File: src/rtl/mem_arb_pkg.sv
// Shared constants for the fetch/data memory-port arbiter and the address/data mux it steers.
package mem_arb_pkg;

  localparam logic [1:0] ARB_IDLE   = 2'd0;
  localparam logic [1:0] ARB_ACCESS = 2'd1;
  localparam logic [1:0] ARB_RESP   = 2'd2;

  localparam logic SEL_FETCH = 1'b0;
  localparam logic SEL_DATA  = 1'b1;

endpackage

File: src/rtl/arb_wait_counter.sv
// Wait-state counter for one memory access: clears on grant, counts stalled cycles, saturates.
module arb_wait_counter #(
  parameter int unsigned TIMEOUT_CYCLES = 16
) (
  input  logic clk,
  input  logic rst_n,
  input  logic clr_i,
  input  logic en_i,
  output logic tc_o
);

  localparam int unsigned CntW = $clog2(TIMEOUT_CYCLES + 1);
  localparam logic [CntW-1:0] TcVal  = CntW'(TIMEOUT_CYCLES - 1);
  localparam logic [CntW-1:0] MaxVal = CntW'(TIMEOUT_CYCLES);

  logic [CntW-1:0] cnt_q, cnt_d;

  always_comb begin
    cnt_d = cnt_q;
    if (clr_i) begin
      cnt_d = '0;
    end else if (en_i && (cnt_q != MaxVal)) begin
      cnt_d = cnt_q + 1'b1;
    end
  end

  always_ff @(posedge clk or negedge rst_n) begin
    if (!rst_n) begin
      cnt_q <= '0;
    end else begin
      cnt_q <= cnt_d;
    end
  end

  assign tc_o = (cnt_q == TcVal);

endmodule

File: src/rtl/mem_port_arbiter.sv
// Arbitrates the single memory port between instruction fetch (port 0) and load/store (port 1).
module mem_port_arbiter
  import mem_arb_pkg::*;
#(
  parameter int unsigned TIMEOUT_CYCLES = 16
) (
  input  logic clk,
  input  logic rst_n,
  input  logic req_0_i,
  input  logic req_1_i,
  input  logic we_1_i,
  input  logic mem_ready_i,
  output logic sel_o,
  output logic mem_valid_o,
  output logic mem_we_o,
  output logic ack_0_o,
  output logic ack_1_o,
  output logic busy_o,
  output logic err_o
);

  logic [1:0] state_q, state_d;
  logic       sel_q, sel_d;
  logic       valid_q, valid_d;
  logic       we_q, we_d;
  logic       ack_0_q, ack_0_d;
  logic       ack_1_q, ack_1_d;
  logic       busy_q, busy_d;
  logic       err_q, err_d;
  logic       last_q, last_d;
  logic       port;
  logic       cnt_clr, cnt_en, cnt_tc;

  arb_wait_counter #(
    .TIMEOUT_CYCLES(TIMEOUT_CYCLES)
  ) u_wait_counter (
    .clk  (clk),
    .rst_n(rst_n),
    .clr_i(cnt_clr),
    .en_i (cnt_en),
    .tc_o (cnt_tc)
  );

  // On a tie the port that did not win last time gets the grant.
  assign port = (req_0_i && req_1_i) ? ~last_q : (req_1_i ? SEL_DATA : SEL_FETCH);

  always_comb begin
    state_d = state_q;
    sel_d   = sel_q;
    valid_d = valid_q;
    we_d    = we_q;
    last_d  = last_q;
    ack_0_d = 1'b0;
    ack_1_d = 1'b0;
    err_d   = 1'b0;
    cnt_clr = 1'b0;
    cnt_en  = 1'b0;
    case (state_q)
      ARB_IDLE: begin
        if (req_0_i || req_1_i) begin
          state_d = ARB_ACCESS;
          sel_d   = port;
          we_d    = (port == SEL_DATA) && we_1_i;
          valid_d = 1'b1;
          last_d  = port;
          cnt_clr = 1'b1;
        end
      end
      ARB_ACCESS: begin
        if (mem_ready_i || cnt_tc) begin
          state_d = ARB_RESP;
          valid_d = 1'b0;
          we_d    = 1'b0;
          ack_0_d = (sel_q == SEL_FETCH);
          ack_1_d = (sel_q == SEL_DATA);
          err_d   = !mem_ready_i;
        end else begin
          cnt_en = 1'b1;
        end
      end
      ARB_RESP: begin
        state_d = ARB_IDLE;
      end
      default: begin
        state_d = ARB_IDLE;
        valid_d = 1'b0;
        we_d    = 1'b0;
      end
    endcase
    busy_d = (state_d != ARB_IDLE);
  end

  always_ff @(posedge clk or negedge rst_n) begin
    if (!rst_n) begin
      state_q <= ARB_IDLE;
      sel_q   <= SEL_FETCH;
      valid_q <= 1'b0;
      we_q    <= 1'b0;
      ack_0_q <= 1'b0;
      ack_1_q <= 1'b0;
      busy_q  <= 1'b0;
      err_q   <= 1'b0;
      last_q  <= SEL_DATA;
    end else begin
      state_q <= state_d;
      sel_q   <= sel_d;
      valid_q <= valid_d;
      we_q    <= we_d;
      ack_0_q <= ack_0_d;
      ack_1_q <= ack_1_d;
      busy_q  <= busy_d;
      err_q   <= err_d;
      last_q  <= last_d;
    end
  end

  assign sel_o       = sel_q;
  assign mem_valid_o = valid_q;
  assign mem_we_o    = we_q;
  assign ack_0_o     = ack_0_q;
  assign ack_1_o     = ack_1_q;
  assign busy_o      = busy_q;
  assign err_o       = err_q;

endmodule
File: config.mk
export PLATFORM = sky130hd
export DESIGN_NAME = mem_port_arbiter
export DESIGN_NICKNAME = d
export VERILOG_FILES = /design/src/rtl/mem_arb_pkg.sv /design/src/rtl/arb_wait_counter.sv /design/src/rtl/mem_port_arbiter.sv
export SDC_FILE = /design/constraint.sdc
export NUM_CORES = 1
export LEC_CHECK = 0
export CORE_UTILIZATION = 29
export DETAILED_ROUTE_END_ITERATION = 10
export PLACE_DENSITY_LB_ADDON = 0.05
export SYNTH_ARGS = -nofsm -noshare
export SYNTH_HDL_FRONTEND = slang
export SYNTH_SLANG_ARGS = --single-unit
File: constraint.sdc
create_clock -name clk -period 3 [get_ports clk]
set_clock_uncertainty 0.15 [all_clocks]
set_input_delay 0.9 -clock clk [delete_from_list [all_inputs] [get_ports clk]]
set_output_delay 0.9 -clock clk [all_outputs]
set_load 0.01 [all_outputs]
==> results of run 1 <==
==> through the flow <==
| step | setup slack [ps] | instance area, um^2 | utilization | hold WS, ps |
|---|---|---|---|---|
| after floorplan | 777.9 | 668.1 | - | 341.9 |
| after CTS | 605.4 | 857.1 | 0.3912 | 339.2 |
| final | 594.3 | 857.1 | 0.3912 | 331.0 |
| after global routing | 480.3 | 857.1 | 0.3912 | 389.4 |
| after global placement | 335.6 | 830.8 | 0.3792 | 307.1 |
| after detailed placement | 298.4 | 830.8 | 0.3792 | 315.6 |
==> state kept, by name, summed over array words and instances, names as in the netlist <==
register / count
ack_0_o: 1
ack_1_o: 1
busy_o: 1
err_o: 1
last_q: 1
mem_valid_o: 1
mem_we_o: 1
sel_o: 1
state_q: 2
u_wait_counter.cnt_q: 5
==> area by class of cell <==
type | count | area [um^2]
clock buffer | 4 | 26.28
fill | 234 | 1334
inverter | 4 | 15.01
multi-input combinational | 42 | 276.5
sequential | 15 | 376.6
tap | 28 | 35.03
timing repair buffer | 13 | 127.6
==> cell families after synthesis <==
logic type,after synthesis,share of synthesized area
buf+inv,4,0.02247
simple gates,26,0.2135
mux,2,0.02996
fa+ha+maj,3,0.05619
compound gates,11,0.1142
flops,15,0.5637
==> critical path: stages <==
cell and delay (ps):
clkdlybuf4s50_1 480, or4b_4 580, or3_1 360, a21oi_1 140
==> per-layer routing <==
layer | vias up | GRT usage | part of all wire
li1 | 253 | - | -
met1 | 249 | 0.1679 | 0.50
met2 | 12 | 0.1778 | 0.45
met3 | 2 | 0.06173 | 0.044
met4 | 0 | 0.05238 | 0.0090
met5 | - | 0 | 0
==> synth_stat cells (all sizes together) (2+ instances only) <==
cell	number
inv	4
nand2	5
and3	2
a21o	2
o21ai	4
dfrtp	14
nor2	8
ha	3
mux2i	2
==> power by group through the flow <==
| stage | clock network (mW) | registers (mW) | logic (mW) |
|---|---|---|---|
| 3_3_place_gp | 0 | 0.333 | 0.294 |
| 4_1_cts | 0.122 | 0.330 | 0.297 |
| 2_1_floorplan | 0 | 0.337 | 0.157 |
| 5_1_grt | 0.132 | 0.342 | 0.328 |
| 3_5_place_dp | 0 | 0.335 | 0.295 |
| 6_report | 0.116 | 0.331 | 0.290 |
==> how the worst min path moves through the flow <==
stage                                 start  slack, ps                      end  cells after the start
floorplan           u_wait_counter.cnt_q[0]        340  u_wait_counter.cnt_q[0]                      1
global placement                mem_valid_o        310              mem_valid_o                      2
detailed placement              mem_valid_o        320              mem_valid_o                      2
CTS                             mem_valid_o        340              mem_valid_o                      2
global route                    mem_valid_o        390              mem_valid_o                      2
finish                          mem_valid_o        330              mem_valid_o                      2
==> run metrics, run 1 <==
worst reg2reg path depth=6; starting density of the core=0.3050; Initial DRT Pass Iterations=4; CP Data Arrival Time=2460 ps; Final Critical Period=around 2400 ps; Final GP Congestion=slightly below 0.8; I/O Pins=13; commonest non-fill, non-tap cell in the layout=dfrtp_1; Critical path origin=mem_ready_i; CP Capture Point=u_wait_counter.cnt_q[3]; clock tree buffer depth=2; largest net degree at the start of global routing=16; Overall Power=737.7 uW; number of synthesized flops with an enable pin=0; worst r2r src=u_wait_counter.cnt_q[0]; status=finished clean; ys flop type=dfrtp_1; post-synthesis sequential area ratio=0.5637; most frequent cells in the layout=dfrtp_1, clkdlybuf4s50_1, nor2_1, nand2_1; Flop pwr share=0.449; Crit Path Category=primary input to register; #FFs+latches synth=15; Placed Cells=a little over 100; Layout area overhead=28.28%; synthesized instance count=just over 60; fin crit share=0.8019; Combinational Power Share=0.393; post-synthesis async set-or-reset flop share=1.000; fin. max-slew vios=0; cell internal pwr=480.1 uW; Num CTS Buffers=3; gr usage total=0.1284; global-route wire length before repair=2325 um; Inserted Diodes=0; chip width=50 um; Core Box Area=around 0.0022 mm^2; Post-CTS Hold Buffers=0; Leakage Power=just over 0.4 nW; Worst Setup Start Kind=primary input; Worst R2R End=u_wait_counter.cnt_q[3]; max_cap viols=0; TritonCTS clock tree=done; H-tree depth=1; Setup Viol. Count Final=0; CTS resizes=0; total number of vias=~520; Clk Latency, worst-skew pair=between 200 and 300 ps; share of cells above drive strength 1=0.08974; post-synth top area share=0.5243; Buffers on Ports=12; r2r setup slk=between 600 and 700 ps; Worst Hold Class=register to register; DRT iter0 DRCs=2; Finished Layout Cells=~110; vias in the first global route=509; largest fanout on the critical path=5; Yosys Warn Count=0; chip height=50 um; post-DP HPWL=955.9 um; dominant cell type by area after synthesis=dfrtp_1; NetSw=257.6 uW; Avg Inst Size Synth=approximately 11 um^2; GRT overflow=0; CP endpoint kind=register; die area=approximately 0.0025 mm^2; relative max-transition margin=0.5257; power density cells=860.8 mW/mm^2; RSZ-0062 raised after global routing=false; syn_nets=70; distinct cell type count after synthesis=26; Avg Vias per Cell=~4.9; Routed WL=approximately 1300 um; DRC Markers=0; clk sinks=15; fmax=a little over 400 MHz; top cells by area, synth=dfrtp_1, ha_1, nor2_1, dfstp_2, mux2i_1; required time worst endpoint=a little over 3000 ps; initial antenna violation count=0; CTS Root Cell=clkbuf_4; average wire per standard cell=between 10 and 15 um; setup bufs post-CTS=0; Layout Nets=just under 90; endpoints failing hold=0; antenna viol nets, final=0; Setup TNS=0 ps; Worst IR Drop VDD=between 0.4 and 0.5 mV; Worst Tran Pin Value=slightly above 700 ps; Post-Synthesis Cell Area=approximately 670 um^2; row count=17; Worst-path clk slew=about 90 ps; Net Sw Frac=0.3492; clock share of power=0.158
Power figures use the tool's default switching activity.
==> inputs of run 2 (changes only) <==
Clock period 3 ns to 2.1 ns, I/O delays scaled along.
==> run 2 against run 1 <==
  * Global-route usage fell by 0.19 points
  * Critical path depth is 2 higher
  * Die area unchanged
  * Register-to-register slack worse by 590 ps
  * Worst hold slack improved by 4.2 ps
  * Design area increased by 11%
  * Largest cell class unchanged
  * Largest power group is now combinational cells
==> run metrics, run 2 (synthesis gave the netlist of run 1 again) <==
status=finished clean; largest net degree at the start of global routing=16 (unchanged); Worst Hold Class=register to register; FILL cells=233 (-0.43%); chip height=50 um (unchanged); H-tree depth=1 (unchanged); fin. max-slew vios=0 (unchanged); Worst Setup Start Kind=register; RSZ-0062 raised after global routing=true; Leakage Power=0.4491 nW (+10%); uppermost routed layer=met4; Worst IR Drop VDD=0.5431 mV (+32%); Worst-path clk slew=90 ps (about the same); Worst Tran Pin Value=459.5 ps (-249.8 ps); Clk Latency, worst-skew pair=290 ps (about the same); vias in the first global route=513 (+0.79%); required time worst endpoint=2160 ps (-900 ps); DRC Markers=0 (unchanged); Avg Vias per Cell=4.852 (-0.32%); Post-CTS Hold Buffers=0 (unchanged); Most flops, register=u_wait_counter.cnt_q; Routed WL=1346 um (+0.98%); max reg flops=5 (unchanged); Num CTS Buffers=3 (unchanged); CP endpoint kind=register; most frequent cells in the layout=dfrtp_1, clkdlybuf4s50_1, buf_4, nor2_1, nand2_1; die area=0.002500 mm^2 (unchanged); I/O Pins=13 (unchanged); Buffers on Ports=12 (unchanged); clock tree buffer depth=2 (unchanged); fmax=between 400 and 500 MHz; antenna viol nets, final=0 (unchanged); average wire per standard cell=11.70 um (-6.9%); fin worst setup slack=26.42 ps (-567.8 ps); CTS Root Cell=clkbuf_4; Combinational Power Share=0.447 (+0.054); NetSw=385.0 uW (+49%); biggest regs=u_wait_counter.cnt_q (5), state_q (2); starting density of the core=0.3050 (unchanged); fin crit share=0.9874; Layout area overhead=42.70%; Initial DRT Pass Iterations=4 (unchanged); largest fanout on the critical path=3 (-2); Register Area=376.6 um^2 (unchanged); Flop pwr share=0.407 (-0.042); commonest non-fill, non-tap cell in the layout=dfrtp_1; Final Critical Period=2074 ps; Met3 Wirelength=82 um (+41%); Layout Nets=97 (+10%); post-layout util=0.4352 (+0.04397); area of the multi-input gates=305.3 um^2 (+10%); chip width=50 um (unchanged); DRT iter0 DRCs=7 (+5); Inserted Diodes=0 (unchanged); share of cells above drive strength 1=0.2414 (+0.1516); TritonCTS clock tree=done; cell internal pwr=741.0 uW (+54%); row count=17 (unchanged); power density cells=1181 mW/mm^2 (+37%); initial antenna violation count=0 (unchanged); endpoints failing hold=0 (unchanged); global-route wire length before repair=2270 um (-2.4%); Crit Path Category=register to register; M1 wire length=633 um (-4.8%); CP Data Arrival Time=2130 ps (-330 ps); Final GP Congestion=0.7458 (-5.4%); dpl ws=-223.1 ps (-521.5 ps); Setup Viol. Count Final=0 (unchanged); total number of vias=558 (+8.1%); post-DP HPWL=1015 um (+6.2%); DR WL met2=617 um (+3.5%); Setup TNS=0 ps (unchanged); gr usage total=0.1265 (-0.001935); GRT overflow=0 (unchanged); Net Sw Frac=0.3419 (-0.007253); Core Box Area=0.002191 mm^2 (unchanged); relative max-transition margin=0.6895 (+0.1638); clock share of power=0.146 (-0.012); clk sinks=15 (unchanged); max_cap viols=0 (unchanged)
## run 2: what timing repair did
item                                    in CTS  in global routing
buffers inserted                             0                  0
pin swaps                                    1                  1
endpoints found under the setup margin       4                  4
resized for setup                            2                  3
## run 2: power groups by stage
| stage | clock, mW | combinational [mW] | sequential (mW) |
|---|---|---|---|
| after floorplan | 0 | 0.226 | 0.482 |
| after global placement | 0 | 0.476 | 0.465 |
| after detailed placement | 0 | 0.482 | 0.465 |
| after CTS | 0.176 | 0.501 | 0.460 |
| after global routing | 0.189 | 0.561 | 0.472 |
| final | 0.165 | 0.503 | 0.458 |
## run 2: final cells by class
type / count / share of cell area
clock buffers: 4 / 0.02756
repair buffers: 22 / 0.2047
multi-input cells: 42 / 0.3202
flip-flops and latches: 15 / 0.3950
inverters: 4 / 0.01575
well taps: 28 / 0.03675
## run 2: through the flow
| step | power (mW) | instances | hold slack [ps] | instance area (um^2) |
|---|---|---|---|---|
| final | 1.126 | 115 | 335.1 | 953.4 |
| after global routing | 1.221 | 115 | 373.0 | 953.4 |
| after detailed placement | 0.9477 | 111 | 316.0 | 903.4 |
| after global placement | 0.9408 | 111 | 307.8 | 903.4 |
| after CTS | 1.136 | 115 | 339.3 | 938.4 |
| after floorplan | 0.7080 | 61 | 184.4 | 673.1 |
## run 2: final timing paths
kind | startpoint | endpoint | slack [ps] | cells past startpoint
worst max register to register | u_wait_counter.cnt_q[1] | u_wait_counter.cnt_q[3] | 30 | 6
max in group asynchronous | rst_n | last_q | 1060 | 2
worst min register to register | mem_valid_o | mem_valid_o | 340 | 2
worst max-delay path | u_wait_counter.cnt_q[1] | u_wait_counter.cnt_q[3] | 30 | 6
worst min-delay path | mem_valid_o | mem_valid_o | 340 | 2
min in group asynchronous | rst_n | state_q[0] | 500 | 2
## run 2: per-layer routing
layer  vias up  global-route usage
met5         -                   0
met1       271              0.1469
li1        271                   -
met2        14              0.1956
met4         0             0.05714
met3         2             0.05864
## run 2: critical path, cell delays in order (launching register included)
cell and delay (ps):
dfrtp_1 390, ha_2 190, and3_4 150, ha_4 150, or4b_4 520, or3_1 320, a21oi_1 120
